## config.mk

```make
export PLATFORM = sky130hd
export DESIGN_NAME = nasti_lite_read_arbiter
export DESIGN_NICKNAME = d
export VERILOG_FILES = /design/src/rtl/nasti_lite_arb_pkg.sv /design/src/rtl/nasti_lite_arb_route_fifo.sv /design/src/rtl/nasti_lite_read_arbiter.sv
export SDC_FILE = /design/constraint.sdc
export NUM_CORES = 1
export LEC_CHECK = 0
export BUFFER_PORTS_ARGS = -buffer_cell sky130_fd_sc_hd__buf_4
export CORE_UTILIZATION = 29
export DETAILED_ROUTE_END_ITERATION = 10
export GPL_TIMING_DRIVEN = 0
export PLACE_DENSITY = 0.69
export SLEW_MARGIN = 20
export SYNTH_ARGS = -nofsm -noshare
export SYNTH_HDL_FRONTEND = slang
export SYNTH_SLANG_ARGS = --single-unit
```

## constraint.sdc

```tcl
create_clock -name clk -period 2.3 [get_ports clk]
set_input_delay 0.23 -clock clk [delete_from_list [all_inputs] [get_ports clk]]
set_output_delay 0.23 -clock clk [all_outputs]
set_load 0.01 [all_outputs]
```

## src/rtl/nasti_lite_arb_pkg.sv

```systemverilog
// Shared definitions for the NASTI-lite read arbiter.
//   RESP_* : AXI/NASTI response encodings carried on the R channel.
//   idx_width(n) : bits needed to index n items (never less than 1).
package nasti_lite_arb_pkg;

    localparam logic [1:0] RESP_OKAY   = 2'b00;
    localparam logic [1:0] RESP_EXOKAY = 2'b01;
    localparam logic [1:0] RESP_SLVERR = 2'b10;
    localparam logic [1:0] RESP_DECERR = 2'b11;

    // A single-entry structure still needs a one-bit index so that
    // port and register widths stay legal.
    function automatic int idx_width(input int n);
        return (n > 1) ? $clog2(n) : 1;
    endfunction

endpackage

```

## src/rtl/nasti_lite_arb_route_fifo.sv

```systemverilog
// Route FIFO: remembers, in AR order, which requester owns each
// outstanding read so R beats can be steered back.
// Ports:
//   clk, rst   : clock, synchronous active-high reset
//   push, din  : enqueue requester index (ignored when full)
//   pop, dout  : dequeue / head index (pop ignored when empty)
//   full, empty, count : occupancy status
module nasti_lite_arb_route_fifo
    import nasti_lite_arb_pkg::*;
#(
    parameter  int DEPTH     = 2,
    parameter  int WIDTH     = 1,
    localparam int CNT_WIDTH = $clog2(DEPTH + 1)
) (
    input  logic                 clk,
    input  logic                 rst,
    input  logic                 push,
    input  logic                 pop,
    input  logic [WIDTH-1:0]     din,
    output logic [WIDTH-1:0]     dout,
    output logic                 full,
    output logic                 empty,
    output logic [CNT_WIDTH-1:0] count
);

    localparam int PTR_WIDTH = idx_width(DEPTH);

    logic [DEPTH-1:0][WIDTH-1:0] mem;
    logic [PTR_WIDTH-1:0]        wr_ptr;
    logic [PTR_WIDTH-1:0]        rd_ptr;
    logic                        do_push;
    logic                        do_pop;

    // Depth need not be a power of two, so pointers wrap explicitly.
    function automatic logic [PTR_WIDTH-1:0] next_ptr(input logic [PTR_WIDTH-1:0] p);
        return (p == PTR_WIDTH'(DEPTH - 1)) ? '0 : p + PTR_WIDTH'(1);
    endfunction

    assign full    = (count == CNT_WIDTH'(DEPTH));
    assign empty   = (count == '0);
    assign dout    = mem[rd_ptr];
    assign do_push = push && !full;
    assign do_pop  = pop && !empty;

    always_ff @(posedge clk) begin
        if (rst) begin
            mem    <= '0;
            wr_ptr <= '0;
            rd_ptr <= '0;
            count  <= '0;
        end else begin
            if (do_push) begin
                mem[wr_ptr] <= din;
                wr_ptr      <= next_ptr(wr_ptr);
            end
            if (do_pop) begin
                rd_ptr <= next_ptr(rd_ptr);
            end
            unique case ({do_push, do_pop})
                2'b10:   count <= count + CNT_WIDTH'(1);
                2'b01:   count <= count - CNT_WIDTH'(1);
                default: count <= count;
            endcase
        end
    end

endmodule

```

## src/rtl/nasti_lite_read_arbiter.sv

```systemverilog
// NASTI-lite read arbiter: shares one lite read slave between
// NUM_MASTER requesters. The AR winner is registered (ARREG) and its
// index queued in a route FIFO; R beats, which the slave returns in AR
// order, are steered combinationally to the FIFO head.
// Outstanding reads (FIFO occupancy, including the AR held in ARREG)
// are capped at MAX_TRANSACTION.
// Ports:
//   clk, rst            : clock, synchronous active-high reset
//   s_ar_* / s_ar_valid : packed per-requester AR, s_ar_ready one-hot
//   s_r_*  / s_r_valid  : R payload broadcast, s_r_valid one-hot
//   s_r_ready           : per-requester R ready
//   m_ar_*              : registered AR towards the slave
//   m_r_*               : R from the slave
// Build option:
//   NASTI_LITE_ARB_RR_EN defined   -> round-robin arbitration
//   NASTI_LITE_ARB_RR_EN undefined -> fixed priority, lowest index wins
module nasti_lite_read_arbiter
    import nasti_lite_arb_pkg::*;
#(
    parameter int NUM_MASTER      = 2,
    parameter int MAX_TRANSACTION = 2,
    parameter int ID_WIDTH        = 1,
    parameter int ADDR_WIDTH      = 8,
    parameter int DATA_WIDTH      = 32,
    parameter int USER_WIDTH      = 1
) (
    input  logic                                  clk,
    input  logic                                  rst,
    // requester side
    input  logic [NUM_MASTER-1:0][ID_WIDTH-1:0]   s_ar_id,
    input  logic [NUM_MASTER-1:0][ADDR_WIDTH-1:0] s_ar_addr,
    input  logic [NUM_MASTER-1:0][2:0]            s_ar_prot,
    input  logic [NUM_MASTER-1:0][3:0]            s_ar_qos,
    input  logic [NUM_MASTER-1:0][3:0]            s_ar_region,
    input  logic [NUM_MASTER-1:0][USER_WIDTH-1:0] s_ar_user,
    input  logic [NUM_MASTER-1:0]                 s_ar_valid,
    output logic [NUM_MASTER-1:0]                 s_ar_ready,
    output logic [ID_WIDTH-1:0]                   s_r_id,
    output logic [DATA_WIDTH-1:0]                 s_r_data,
    output logic [1:0]                            s_r_resp,
    output logic [USER_WIDTH-1:0]                 s_r_user,
    output logic [NUM_MASTER-1:0]                 s_r_valid,
    input  logic [NUM_MASTER-1:0]                 s_r_ready,
    // slave side
    output logic [ID_WIDTH-1:0]                   m_ar_id,
    output logic [ADDR_WIDTH-1:0]                 m_ar_addr,
    output logic [2:0]                            m_ar_prot,
    output logic [3:0]                            m_ar_qos,
    output logic [3:0]                            m_ar_region,
    output logic [USER_WIDTH-1:0]                 m_ar_user,
    output logic                                  m_ar_valid,
    input  logic                                  m_ar_ready,
    input  logic [ID_WIDTH-1:0]                   m_r_id,
    input  logic [DATA_WIDTH-1:0]                 m_r_data,
    input  logic [1:0]                            m_r_resp,
    input  logic [USER_WIDTH-1:0]                 m_r_user,
    input  logic                                  m_r_valid,
    output logic                                  m_r_ready
);

    localparam int IDX_WIDTH = idx_width(NUM_MASTER);
    localparam int CNT_WIDTH = $clog2(MAX_TRANSACTION + 1);

    localparam logic [0:0] AR_EMPTY = 1'b0;
    localparam logic [0:0] AR_FULL  = 1'b1;

    typedef struct packed {
        logic [ID_WIDTH-1:0]   id;
        logic [ADDR_WIDTH-1:0] addr;
        logic [2:0]            prot;
        logic [3:0]            qos;
        logic [3:0]            region;
        logic [USER_WIDTH-1:0] user;
    } ar_t;

    ar_t [NUM_MASTER-1:0] req_ar;
    ar_t                  ar_q;
    logic [0:0]           ar_state;

    logic                 grant_ok;
    logic                 grant_any;
    logic                 grant;
    logic [IDX_WIDTH-1:0] grant_idx;

    logic                 route_full;
    logic                 route_empty;
    logic [CNT_WIDTH-1:0] route_count;
    logic [IDX_WIDTH-1:0] route_head;
    logic                 r_pop;

    for (genvar i = 0; i < NUM_MASTER; i++) begin : g_req
        assign req_ar[i] = '{id:     s_ar_id[i],
                             addr:   s_ar_addr[i],
                             prot:   s_ar_prot[i],
                             qos:    s_ar_qos[i],
                             region: s_ar_region[i],
                             user:   s_ar_user[i]};
    end

    // ---------------- arbitration ----------------
`ifdef NASTI_LITE_ARB_RR_EN
    // Holds the index with highest priority next, i.e. one past the
    // last grant; reset 0 so requester 0 wins the first contest.
    logic [IDX_WIDTH-1:0] rr_ptr;

    always_ff @(posedge clk) begin
        if (rst) begin
            rr_ptr <= '0;
        end else if (grant) begin
            rr_ptr <= (grant_idx == IDX_WIDTH'(NUM_MASTER - 1)) ? '0
                                                                : grant_idx + IDX_WIDTH'(1);
        end
    end
`endif

    always_comb begin
        int k;
        k         = 0;
        grant_any = 1'b0;
        grant_idx = '0;
        for (int i = 0; i < NUM_MASTER; i++) begin
`ifdef NASTI_LITE_ARB_RR_EN
            k = int'(rr_ptr) + i;
            if (k >= NUM_MASTER) k = k - NUM_MASTER;
`else
            k = i;
`endif
            if (!grant_any && s_ar_valid[k]) begin
                grant_any = 1'b1;
                grant_idx = IDX_WIDTH'(k);
            end
        end
    end

    // ARREG can take a new AR when empty or when its current AR leaves
    // this cycle; credit counts the AR still sitting in ARREG.
    assign grant_ok   = !rst
                     && ((ar_state == AR_EMPTY) || m_ar_ready)
                     && (route_count < CNT_WIDTH'(MAX_TRANSACTION));
    assign grant      = grant_ok && grant_any;
    assign s_ar_ready = grant ? (NUM_MASTER'(1) << grant_idx) : '0;

    // ---------------- AR register ----------------
    always_ff @(posedge clk) begin
        if (rst) begin
            ar_state <= AR_EMPTY;
            ar_q     <= '0;
        end else if (grant) begin
            ar_state <= AR_FULL;
            ar_q     <= req_ar[grant_idx];
        end else if (m_ar_ready) begin
            ar_state <= AR_EMPTY;
        end
    end

    assign m_ar_valid  = (ar_state == AR_FULL);
    assign m_ar_id     = ar_q.id;
    assign m_ar_addr   = ar_q.addr;
    assign m_ar_prot   = ar_q.prot;
    assign m_ar_qos    = ar_q.qos;
    assign m_ar_region = ar_q.region;
    assign m_ar_user   = ar_q.user;

    // ---------------- route FIFO ----------------
    nasti_lite_arb_route_fifo #(
        .DEPTH (MAX_TRANSACTION),
        .WIDTH (IDX_WIDTH)
    ) u_route_fifo (
        .clk   (clk),
        .rst   (rst),
        .push  (grant),
        .pop   (r_pop),
        .din   (grant_idx),
        .dout  (route_head),
        .full  (route_full),
        .empty (route_empty),
        .count (route_count)
    );

    // Credit check above must keep pushes away from a full FIFO.
    always_ff @(posedge clk) begin
        if (!rst && grant) begin
            assert (!route_full);
        end
    end

    // ---------------- R steering ----------------
    // A beat arriving with nothing outstanding is left stalled.
    assign s_r_valid = (m_r_valid && !route_empty) ? (NUM_MASTER'(1) << route_head) : '0;
    assign m_r_ready = !route_empty && s_r_ready[route_head];
    assign r_pop     = m_r_valid && m_r_ready;

    assign s_r_id   = m_r_id;
    assign s_r_data = m_r_data;
    assign s_r_resp = m_r_resp;
    assign s_r_user = m_r_user;

endmodule
```

After elaboration in Yosys (flattened, before gate mapping)
Index checks and enable logic that the tools add are counted.

Flip-flop bits (word level): 28. Bits of input ports: 86. Word-level logic and storage cells: 65.

Reduce and logical (&&, ||, !) cells: 18. Bitwise logic cells: 1. Multiplexer cells: 19. Magnitude comparators: 6. Equal/unequal tests: 3. Shifts and indexed selects: 2. $add $sub $neg: 4.

Operator list (count): 21-bit two-way mux (2); 1-bit two-way mux (12); 1-bit logical AND (10); 1-bit by 2-bit < comparator with 1-bit output, second input constant (4); 2-bit equality test, second input constant (2); 1-bit logical NOT (4); 2-bit two-way mux (2); 2-bit case mux with 2 select lines (1); 2-bit nonzero test (2); 1-bit by 1-bit left shift with 2-bit output, first input constant (2); 1-bit adder, second input constant (2); 2-bit by 1-bit adder with 2-bit output, second input constant (1); 2-bit bitwise mux (1); 2-bit by 1-bit equality test with 1-bit output, second input constant (1); 2-bit logical NOT (1); 2-bit < comparator, second input constant (1); 2-bit by 1-bit subtractor with 2-bit output, second input constant (1); 1-bit demux with 1-bit select (1); 1-bit >= comparator, second input constant (1); 1-bit logical OR (1); 1-bit NOT (1).

Longest topological paths before layout
Gate-level depths: netlist of the first run.

Word-level depth: 9. Gate-level depth with buffers: 8. Depth with buffers taken out: 6.

Modules after synthesis
A second synthesis of the first run with hierarchy kept.

Cell total of the unflattened synthesis: 181. Area total of the unflattened synthesis: 1781.7 µm².

By module, submodules not included: nasti_lite_read_arbiter (instances 1, cells an instance 149, area an instance 1492.7 µm²); nasti_lite_arb_route_fifo (instances 1, cells an instance 32, area an instance 289.0 µm²).

Worst setup path before layout of the first run
No wires, ideal clock.

Path type: reg2reg. Start: register u_route_fifo.count[1]. End: register u_route_fifo.count[1]. Required time: 2.230 ns. Clock period less this slack: 1.968 ns. Buffers on the path: 2. Slack: 0.332 ns. Cell stages (with the launch flop): 8. Library setup time: 0.070 ns. Data arrival time: 1.897 ns. Path through: dfxtp_1 > buf_6 > or2_1 > buf_6 > or3_1 > ha_1 > or3_1 > a21oi_1.

Word-level cells in the longest chain between the ends: 7. Elaborated cells between the ends (all ways): 17.

RTL lines: start, declared (RTL line nasti_lite_arb_route_fifo.sv:23) `output logic [CNT_WIDTH-1:0] count`; start signal, assigned (RTL line nasti_lite_arb_route_fifo.sv:60) `2'b10: count <= count + CNT_WIDTH'(1);`; start signal, assigned (RTL line nasti_lite_arb_route_fifo.sv:61) `2'b01: count <= count - CNT_WIDTH'(1);`; start signal, assigned (RTL line nasti_lite_arb_route_fifo.sv:62) `default: count <= count;`; parallel branches: the longest is 7 deep, another holds 2-bit < comparator.

Parallel ways; which one is timed is not known. A chain may end at the register's enable or synchronous reset.

Worst setup path after layout of the first run
Ends and elaborated chain as after synthesis.

==> results of run 1 <==
flip-flops by register name, indices dropped and copies added, names as in the netlist:
signal               cells
u_route_fifo.mem         2
m_ar_user                1
u_route_fifo.count       2
m_ar_qos                 4
u_route_fifo.wr_ptr      1
u_route_fifo.rd_ptr      1
m_ar_id                  1
m_ar_region              4
m_ar_prot                3
m_ar_valid               1
m_ar_addr                8
placed cells by master, fill, tap and decap left out, drive strengths merged:
cell and n:
xor2 1, a31oi 21, or3 2, buf 152, nand4 42, bufinv 1, mux2i 3, nor2 7
mux2 1, o211ai 2, a32o 2, or2 1, o31ai 22, or4 2, o21ai 3, a21oi 2
nand2b 1, xnor2 1, and3 2, ha 1, dfxtp 28, nor2b 5, clkbuf 24, inv 2
layout make-up:
type                            count  share of cell area
Inverter                            2             0.00273
Tap cell                           72              0.0327
Timing Repair Buffer              112               0.305
Clock buffer                        3              0.0150
Clock inverter                      1              0.0109
Multi-Input combinational cell    121               0.292
Buffer                             61               0.138
Sequential cell                    28               0.204
per-layer routing:
layer  share of wire  routed length, um  GRT usage  up-vias
li1                -                  -          -     1012
met1            0.39               2270      0.214      944
met2            0.50               2880      0.297      126
met3           0.088                506     0.0274       10
met4           0.017                 99     0.0818        0
met5               0                  0          0        -
kinds of logic after synthesis:
kind of cell / after synthesis / share of synthesized area
AO/OA/AOI/OAI: 52 / 0.204
XOR/XNOR: 2 / 0.0100
adder cells (fa/ha/maj): 1 / 0.00714
buffers and inverters: 63 / 0.221
flip-flops: 28 / 0.320
multiplexers: 4 / 0.0236
AND/OR/NAND/NOR: 62 / 0.215
power by group through the flow:
stage          clock network, mW  registers (mW)  logic [mW]
6_report                   0.394           0.571       0.564
5_1_grt                    0.416           0.579       0.614
2_1_floorplan                  0           0.592       0.300
3_5_place_dp                   0           0.581       0.564
3_3_place_gp                   0           0.580       0.558
4_1_cts                    0.401           0.571       0.565
critical path, cell delays in order (launching register included):
cell	delay [ps]
dfxtp_1	320
buf_6	130
or2_1	240
buf_6	140
or3_1	370
ha_1	320
or3_1	370
a21oi_1	140
metrics by stage:
| stage | instances | total power, mW |
|---|---|---|
| after floorplan | 212 | 0.892 |
| after global placement | 396 | 1.14 |
| after detailed placement | 396 | 1.14 |
| after CTS | 400 | 1.54 |
| after global routing | 400 | 1.61 |
| final | 400 | 1.53 |
path summary, 6_finish.rpt:
kind / start / end / slack, ps / cells past startpoint
hold reg to reg: m_ar_region[3]$_SDFFE_PP0N_ / m_ar_region[3]$_SDFFE_PP0N_ / 510 / 2
hold / removal: s_ar_region[0] / m_ar_region[0]$_SDFFE_PP0N_ / 220 / 3
setup reg to reg: u_route_fifo.count[1]$_SDFFE_PP0P_ / u_route_fifo.count[1]$_SDFFE_PP0P_ / 220 / 7
setup / recovery: u_route_fifo.count[1]$_SDFFE_PP0P_ / u_route_fifo.count[1]$_SDFFE_PP0P_ / 220 / 7
==> impl_results.md, run 1 <==
- Port bufs: ~110
- CTS tree: yes
- # Max-Cap Violations: 0
- # setup viols final: 0
- Yosys warns: 0
- Final Util: 0.485
- Worst-Margin Slew: roughly 500 ps
- Remaining DRCs: 0
- Sw Share: 0.310
- Global route overflow: 0
- Core Area: about 5700 um^2
- Clk sinks: 28
- DR vias: 2092
- WHS: roughly 220 ps
- Cell with the most instances after synthesis: nand4_1
- Synth area leader: dfxtp_1
- Int Pwr: ~1.1 mW
- Sequential-to-total area share from yosys stat: 0.320
- CTS clock-pin slew for the worst setup and hold paths: approximately 100 ps
- Die X-Extent: 79.7 um
- Post-DP Area: between 2000 and 3000 um^2
- PostCTS Resize Cnt: 0
- Diode count: 0
- Number of global-route vias before repair: about 2000
- Clock root buffer master: clkbuf_8
- Row cnt: 27
- Startpoint Class: flop
- CTS Buffer Depth: 2
- Final setup margin: roughly 220 ps
- Psw: between 400 and 500 uW
- Final slew viol count: 0
- Fin crit period: around 2100 ps
- Cell area after layout: 2750 um^2
- Synth unique cells: 26
- H-tree depth: 1
- Asr flop ratio synth: 0
- Drt wl/cell: between 10 and 15 um
- Die area: between 6000 and 7000 um^2
- Final count of hold timing violations: 0
- CTS Hold Bufs: 0
- Flop pwr share: 0.373
- Final HPWL DP: about 4.3 mm
- Post-synthesis register bit count: 28
- Syn nets: about 300
- Setup bufs post-CTS: 0
- Mapped Area: 1750 um^2
- Setup_tns: 0 ps
- RSZ-0062 raised after global routing: false
- Worst EP required: roughly 2500 ps
- GPL Wtd Cong: 0.823
- # fillers: 565
- Nets: around 420
- PD cells: approximately 560 nW/um^2
- CTS buffer count: 3
- Yosys top cell area share: 0.320
- DR iter-0 viols: about 170
- Hold Crit Class: input pin to flop
- Post-synth top flop: dfxtp_1
- Worst EP arrival: between 2000 and 2500 ps
- Commonest cells in the netlist: nand4_1, buf_4, dfxtp_1, o31ai_1
- Final period utilization: 0.902
- Comb pwr share: 0.369
- Place WS: between 200 and 250 ps
- FF/Latch Area: around 560 um^2
- Gate Count Post-Synth: approximately 210
- Initial core utilization: 0.309
- Post-route ant nets: 0
- Initial antenna violation count: 0
- Worst-skew pair later-pin latency: roughly 280 ps
- IO Count: between 100 and 150
- Fmax: between 400 and 500 MHz
- Max-Slew Margin vs Limit: 0.667
- Crit Path Class: flop to flop
- Status: complete, no violations
- Worst setup EP type: flop
- Largest net degree at the start of global routing: 17
- Area of the multi-input gates: 805 um^2
- First-pass iteration count of the detailed router: 4
- Pleak: 1.24 nW
- Avg Inst Size Synth: roughly 8.3 um^2
- Layout cells sized above 1: 0.476
- Layout Skew: around 6.4 ps
- Post-synth EDFFs: 0
- Global-route wire length before repair: roughly 9 mm
- WL final: 5.76 mm
- Dominant cells by area after synthesis: dfxtp_1, buf_4, nand4_1
- Vias/cell: around 5.2
- CP max FO: 9
- Area delta synth->final: 57.2%
- Clock share of power: 0.258
- Tot GR Track Use: 0.175
- Die Span Y: 79.7 um
- Peak supply drop: roughly 0.00025 V
Note: power is estimated with default switching activity, not from simulation.
==> inputs of run 2 (changes only) <==
--- a/config.mk
+++ b/config.mk
@@ -5,11 +5,11 @@
 export SDC_FILE = /design/constraint.sdc
 export NUM_CORES = 1
 export LEC_CHECK = 0
-export BUFFER_PORTS_ARGS = -buffer_cell sky130_fd_sc_hd__buf_4
 export CORE_UTILIZATION = 29
 export DETAILED_ROUTE_END_ITERATION = 10
+export DONT_BUFFER_PORTS = 1
 export GPL_TIMING_DRIVEN = 0
-export PLACE_DENSITY = 0.69
+export PLACE_DENSITY = 0.48
 export SLEW_MARGIN = 20
 export SYNTH_ARGS = -nofsm -noshare
 export SYNTH_HDL_FRONTEND = slang
==> impl_results.md, run 2 (same netlist as run 1, synthesis figures left out) <==
- Status: complete, no violations (unchanged)
- Reg2reg start: u_route_fifo.count[1]$_SDFFE_PP0P_ (unchanged)
- Layout cells sized above 1: 0.200 (was 0.476)
- Post-Layout Cell Count: 287 (was 400)
- Reg2reg end: u_route_fifo.count[1]$_SDFFE_PP0P_ (unchanged)
- R2R setup slack: 220 ps (about the same)
- PostCTS Resize Cnt: 0 (unchanged)
- Hold Crit Class: input pin to flop (unchanged)
- Row cnt: 27 (unchanged)
- Crit path from: u_route_fifo.count[1]$_SDFFE_PP0P_ (unchanged)
- Clock root buffer master: clkbuf_8 (unchanged)
- Number of global-route vias before repair: 1585 (was 1990)
- Worst setup EP type: flop (unchanged)
- CP max FO: 9 (unchanged)
- Final period utilization: 0.905 (was 0.902)
- Max-Slew Margin vs Limit: 0.642 (was 0.667)
- Startpoint Class: flop (unchanged)
- CTS clock-pin slew for the worst setup and hold paths: 100 ps (about the same)
- Setup bufs post-CTS: 0 (unchanged)
- Commonest cells after routing, fill and taps aside: nand4_1, buf_4, dfxtp_1, o31ai_1 (was buf_4, nand4_1, dfxtp_1, o31ai_1)
- IO Count: 149 (unchanged)
- Initial antenna violation count: 0 (unchanged)
- Initial core utilization: 0.309 (unchanged)
- DR iter-0 viols: 50 (was 168)
- # Max-Cap Violations: 0 (unchanged)
- Fmax: 480 MHz (was 482 MHz)
- Die Span Y: 79.7 um (unchanged)
- Global-route wire length before repair: 8.13 mm (was 8.83 mm)
- Die X-Extent: 79.7 um (unchanged)
- Final count of hold timing violations: 0 (unchanged)
- CTS Hold Bufs: 0 (unchanged)
- Commonest non-fill, non-tap cell in the layout: nand4_1 (was buf_4)
- GPL Wtd Cong: 0.707 (was 0.823)
- Vias/cell: 5.93 (was 5.23)
- Maximum single-stage delay on the critical path: 370 ps (about the same)
- Setup_tns: 0 ps (unchanged)
- Worst EP arrival: 2300 ps (was 2290 ps)
- Worst reg2reg path depth: 7 (unchanged)
- Worst Path Buf+Inv: 2 (unchanged)
- Final slew viol count: 0 (unchanged)
- CP cell instances: buf_6, or2_1, buf_6, or3_1, ha_1, or3_1, a21oi_1 (unchanged)
- Port bufs: 0 (was 112)
- Levels on crit path: 7 (unchanged)
- Final HPWL DP: 3.95 mm (was 4.34 mm)
- First-pass iteration count of the detailed router: 4 (unchanged)
- H-tree depth: 1 (unchanged)
- Tot GR Track Use: 0.170 (was 0.175)
- Crit Path Class: flop to flop (unchanged)
- Area delta synth->final: 7.50% (was 57.2%)
- Core Area: 5680 um^2 (unchanged)
- Pleak: 0.674 nW (was 1.24 nW)
- # setup viols final: 0 (unchanged)
- Max reg flops: 8 (unchanged)
- Post-route ant nets: 0 (unchanged)
- Largest net degree at the start of global routing: 15 (was 17)
- Fin crit period: 2080 ps (about the same)
- Slowest stage cell, crit path: or3_1 (unchanged)
- Setup crit end: u_route_fifo.count[1]$_SDFFE_PP0P_ (unchanged)
- CTS buffer count: 3 (unchanged)
- Worst-Margin Slew: 536 ps (was 499 ps)
- CTS tree: yes (unchanged)
- Peak supply drop: 0.000207 V (was 0.000254 V)
- Placed insts: 284 (was 396)
- Drt wl/cell: 18.9 um (was 14.4 um)
- WL final: 5.44 mm (was 5.76 mm)
- DR vias: 1702 (was 2092)
- Die area: 6360 um^2 (unchanged)
- RSZ-0062 raised after global routing: false (unchanged)
- CTS Buffer Depth: 2 (unchanged)
- Diode count: 0 (unchanged)
- Global route overflow: 0 (unchanged)
- Layout Skew: 2.65 ps (was 6.39 ps)
- Worst-skew pair later-pin latency: 280 ps (about the same)
- Cell family with most CP delay: simple AND/OR/NAND/NOR gates (unchanged)
- Nets: 304 (was 416)
- Remaining DRCs: 0 (unchanged)
- PD cells: 662 nW/um^2 (was 555 nW/um^2)
- Clk sinks: 28 (unchanged)
- Worst EP required: 2510 ps (was 2520 ps)
## run 2: changes by cell type in the layout (fill, tap and decap cells not counted), sizes merged
cell    previous run  this run
buf              152        40
bufinv             1         0
## run 2: final cells by class
type / instances / area (um^2)
Buffer: 61 / 379
Inverter: 2 / 7.51
Multi-Input combinational cell: 121 / 805
Clock buffer: 3 / 41.3
Sequential cell: 28 / 561
Fill cell: 614 / 3790
Tap cell: 72 / 90.1
## run 2: worst min path at each step
stage | from | end | slack (ps) | cells past startpoint
6_report | s_ar_prot[2] | m_ar_prot[2]$_SDFFE_PP0N_ | 100 | 2
5_1_grt | s_ar_qos[0] | m_ar_qos[0]$_SDFFE_PP0N_ | 100 | 2
4_1_cts | s_ar_qos[0] | m_ar_qos[0]$_SDFFE_PP0N_ | 100 | 2
3_5_place_dp | s_ar_addr[3] | m_ar_addr[3]$_SDFFE_PP0N_ | 400 | 2
3_3_place_gp | s_ar_addr[1] | m_ar_addr[1]$_SDFFE_PP0N_ | 400 | 2
2_1_floorplan | s_ar_addr[0] | m_ar_addr[0]$_SDFFE_PP0N_ | 390 | 2
## run 2: power by group
part           switching, mW  leakage, nW  total (mW)  internal, mW
Clock                  0.164       0.0216       0.282         0.118
Combinational          0.228        0.423       0.373         0.145
Sequential            0.0559        0.229       0.591         0.535
Total                  0.448        0.674        1.25         0.799
## run 2: stage by stage
step                power, mW  hold WS (ps)  cell area [um^2]  utilization  setup slack, ps
floorplan               0.892           394              1750            -              332
global placement        0.981           400              1840        0.325              248
global route             1.31          99.1              1880        0.332             95.4
finish                   1.25           104              1880        0.332              218
detailed placement      0.978           402              1840        0.325              242
CTS                      1.26          96.1              1880        0.332              208
## run 2: per-layer routing
layer / GRT usage / up-vias / part of all wire
li1: - / 787 / -
met1: 0.214 / 789 / 0.41
met2: 0.253 / 117 / 0.46
met3: 0.0549 / 9 / 0.11
met4: 0.0909 / 0 / 0.018
met5: 0 / - / 0
==> inputs of run 3 (changes only) <==
--- a/config.mk
+++ b/config.mk
@@ -13,4 +13,5 @@
 export SLEW_MARGIN = 20
 export SYNTH_ARGS = -nofsm -noshare
 export SYNTH_HDL_FRONTEND = slang
+export SYNTH_HIERARCHICAL = 1
 export SYNTH_SLANG_ARGS = --single-unit
==> impl_results.md, run 3 <==
- Remaining DRCs: 1 (was 0)
- First-pass iteration count of the detailed router: 7 (was 4)
- Commonest non-fill, non-tap cell in the layout: buf_4 (was nand4_1)
- Failing checks: design-rule violations
- Setup bufs post-CTS: 0 (unchanged)
- Flop pwr share: 0.481 (was 0.474)
- Largest net degree at the start of global routing: 16 (was 15)
- # setup viols final: 0 (unchanged)
- Synth unique cells: 32 (was 26)
- Global-route wire length before repair: 5.98 mm (was 8.13 mm)
- Vias/cell: 5.04 (was 5.93)
- Total Power: 1.22 mW (was 1.25 mW)
- Worst-Margin Slew: 741 ps (was 536 ps)
- Clock share of power: 0.254 (was 0.227)
- Post-route ant nets: 0 (unchanged)
- PD cells: 623 nW/um^2 (was 662 nW/um^2)
- Commonest cells in the netlist: buf_4, dfxtp_1, mux2i_1, a31oi_1, a211oi_2 (was nand4_1, buf_4, dfxtp_1, o31ai_1)
- Startpoint Class: flop (unchanged)
- Asr flop ratio synth: 0 (unchanged)
- Sequential-to-total area share from yosys stat: 0.315 (was 0.320)
- CTS Buffer Depth: 2 (unchanged)
- Drt wl/cell: 15.5 um (was 18.9 um)
- Initial core utilization: 0.301 (was 0.309)
- Max reg flops: 8 (unchanged)
- Psw: 379 uW (was 448 uW)
- Post-DP Area: 1880 um^2 (was 1840 um^2)
- CP max FO: 3 (was 9)
- Port bufs: 0 (unchanged)
- # fillers: 633 (was 614)
- Mapped Area: 1780 um^2 (was 1750 um^2)
- Gate Count Post-Synth: 181 (was 212)
- DR iter-0 viols: 40 (was 50)
- Sw Share: 0.311 (was 0.359)
- IO Count: 149 (unchanged)
- Commonest cells after routing, fill and taps aside: buf_4, dfxtp_1, mux2i_1, a31oi_1, a211oi_2 (was nand4_1, buf_4, dfxtp_1, o31ai_1)
- Post-synth top flop: dfxtp_1 (unchanged)
- DR vias: 1321 (was 1702)
- CTS tree: yes (unchanged)
- Worst EP arrival: 2390 ps (was 2300 ps)
- Hold Crit Class: input pin to flop (unchanged)
- Worst setup EP type: flop (unchanged)
- Row cnt: 28 (was 27)
- Worst-skew pair later-pin latency: 270 ps (was 280 ps)
- Fin crit period: 2170 ps (was 2080 ps)
- GPL Wtd Cong: 0.639 (was 0.707)
- Max-Slew Margin vs Limit: 0.506 (was 0.642)
- Nets: 275 (was 304)
- Int Pwr: 840 uW (was 799 uW)
- Synth area leader: dfxtp_1 (unchanged)
- Pleak: 0.745 nW (was 0.674 nW)
- Die X-Extent: 80.4 um (was 79.7 um)
- H-tree depth: 1 (unchanged)
- Diode count: 0 (unchanged)
- Clock root buffer master: clkbuf_8 (unchanged)
- Layout Skew: 7.14 ps (was 2.65 ps)
- Final HPWL DP: 2.99 mm (was 3.95 mm)
- Layout cells sized above 1: 0.412 (was 0.200)
- Number of global-route vias before repair: 1114 (was 1585)
- Cell area after layout: 1960 um^2 (was 1880 um^2)
- Setup_tns: 0 ps (unchanged)
- Peak supply drop: 0.000281 V (was 0.000207 V)
- Die Span Y: 80.4 um (was 79.7 um)
- Avg Inst Size Synth: 9.84 um^2 (was 8.26 um^2)
- Yosys top cell area share: 0.315 (was 0.320)
- Post-synthesis register bit count: 28 (unchanged)
- Worst EP required: 2520 ps (was 2510 ps)
- Final period utilization: 0.945 (was 0.905)
- Tot GR Track Use: 0.124 (was 0.170)
- Dominant cells by area after synthesis: dfxtp_1, buf_4, mux2i_1 (was dfxtp_1, buf_4, nand4_1)
- CTS buffer count: 3 (unchanged)
- Fmax: 460 MHz (was 480 MHz)
- Status: complete, but fails checks (was complete, no violations)
- Final count of hold timing violations: 0 (unchanged)
- # Max-Cap Violations: 0 (unchanged)
- WL final: 4.06 mm (was 5.44 mm)
- Final slew viol count: 0 (unchanged)
- Global route overflow: 0 (unchanged)
- Yosys warns: 6 (was 0)
- Syn nets: 268 (was 299)
- Comb pwr share: 0.265 (was 0.299)
- Crit Path Class: flop to flop (unchanged)
- Initial antenna violation count: 0 (unchanged)
- Core Area: 5920 um^2 (was 5680 um^2)
- Post-synth EDFFs: 0 (unchanged)
- RSZ-0062 raised after global routing: false (unchanged)
- Cell with the most instances after synthesis: buf_4 (was nand4_1)
- Clk sinks: 28 (unchanged)
- Die area: 6460 um^2 (was 6360 um^2)
- CTS clock-pin slew for the worst setup and hold paths: 100 ps (about the same)
- Area delta synth->final: 9.90% (was 7.50%)
==> run 3: timing repair <==
| item | 4_1_cts | 5_1_grt |
|---|---|---|
| gates resized for setup | 0 | 3 |
| endpoints found under the hold margin | 6 | 1 |
| endpoints found under the setup margin | 0 | 1 |
| hold buffers | 1 | 1 |
==> run 3: power groups by stage <==
stage	clock (mW)	sequential, mW	combinational (mW)
final	0.310	0.586	0.323
after global routing	0.356	0.596	0.356
after CTS	0.330	0.587	0.325
after detailed placement	0	0.599	0.321
after global placement	0	0.599	0.320
after floorplan	0	0.587	0.277
==> run 3: per-layer routing <==
layer	global-route usage	vias to the layer above	wire [um]
met5	0	-	0
met4	0.0268	0	22
met3	0.0443	2	411
met2	0.197	72	1920
met1	0.158	618	1710
li1	-	629	-
==> run 3: cell families (layout without fill, tap and decap cells) <==
family / after synthesis / after routing / share of synthesized area
adders and majority gates: 1 / 1 / 0.00702
buffers and inverters: 54 / 60 / 0.215
and+or+nand+nor: 20 / 20 / 0.0709
AOI/OAI and AO/OA: 51 / 51 / 0.242
DFF: 28 / 28 / 0.315
muxes: 24 / 24 / 0.136
xor gates and xnor gates: 3 / 3 / 0.0147
==> run 3: per-stage QoR <==
stage / instances / utilization / setup WS, ps / hold slack (ps)
after floorplan: 181 / - / 231 / 299
final: 262 / 0.331 / 126 / 119
after CTS: 261 / 0.328 / 53.1 / 5.18
after global routing: 262 / 0.331 / 22.7 / 115
after detailed placement: 256 / 0.317 / 80.1 / 304
after global placement: 256 / 0.317 / 100 / 303
==> run 3: critical path, cell delays in order, from the launching register on <==
cell and delay, ps:
dfxtp_2 350, mux2_2 370, mux2i_2 210, nor2_2 80, and2_1 160, o21a_1 120, ha_1 340, or3_1 350
a21oi_1 130
==> run 3: final cells by class <==
cell class / instances / area [um^2] / share of cell area
Inverter: 4 / 15.0 / 0.00767
Tap cell: 75 / 93.8 / 0.0479
Sequential cell: 28 / 562 / 0.287
Buffer: 50 / 368 / 0.188
Clock buffer: 4 / 55.1 / 0.0281
Timing Repair Buffer: 2 / 20.0 / 0.0102
Multi-Input combinational cell: 99 / 845 / 0.431
==> run 3: path summary, 6_finish.rpt <==
path	startpoint	slack [ps]	to	cells past startpoint
setup reg to reg	u_route_fifo/rd_ptr$_SDFFE_PP0P_	130	u_route_fifo/count[1]$_SDFFE_PP0P_	8
hold reg to reg	u_route_fifo/mem[0]$_SDFFE_PP0P_	480	u_route_fifo/mem[0]$_SDFFE_PP0P_	2
setup / recovery	u_route_fifo/rd_ptr$_SDFFE_PP0P_	130	u_route_fifo/count[1]$_SDFFE_PP0P_	8
hold / removal	rst	120	u_route_fifo/mem[0]$_SDFFE_PP0P_	2
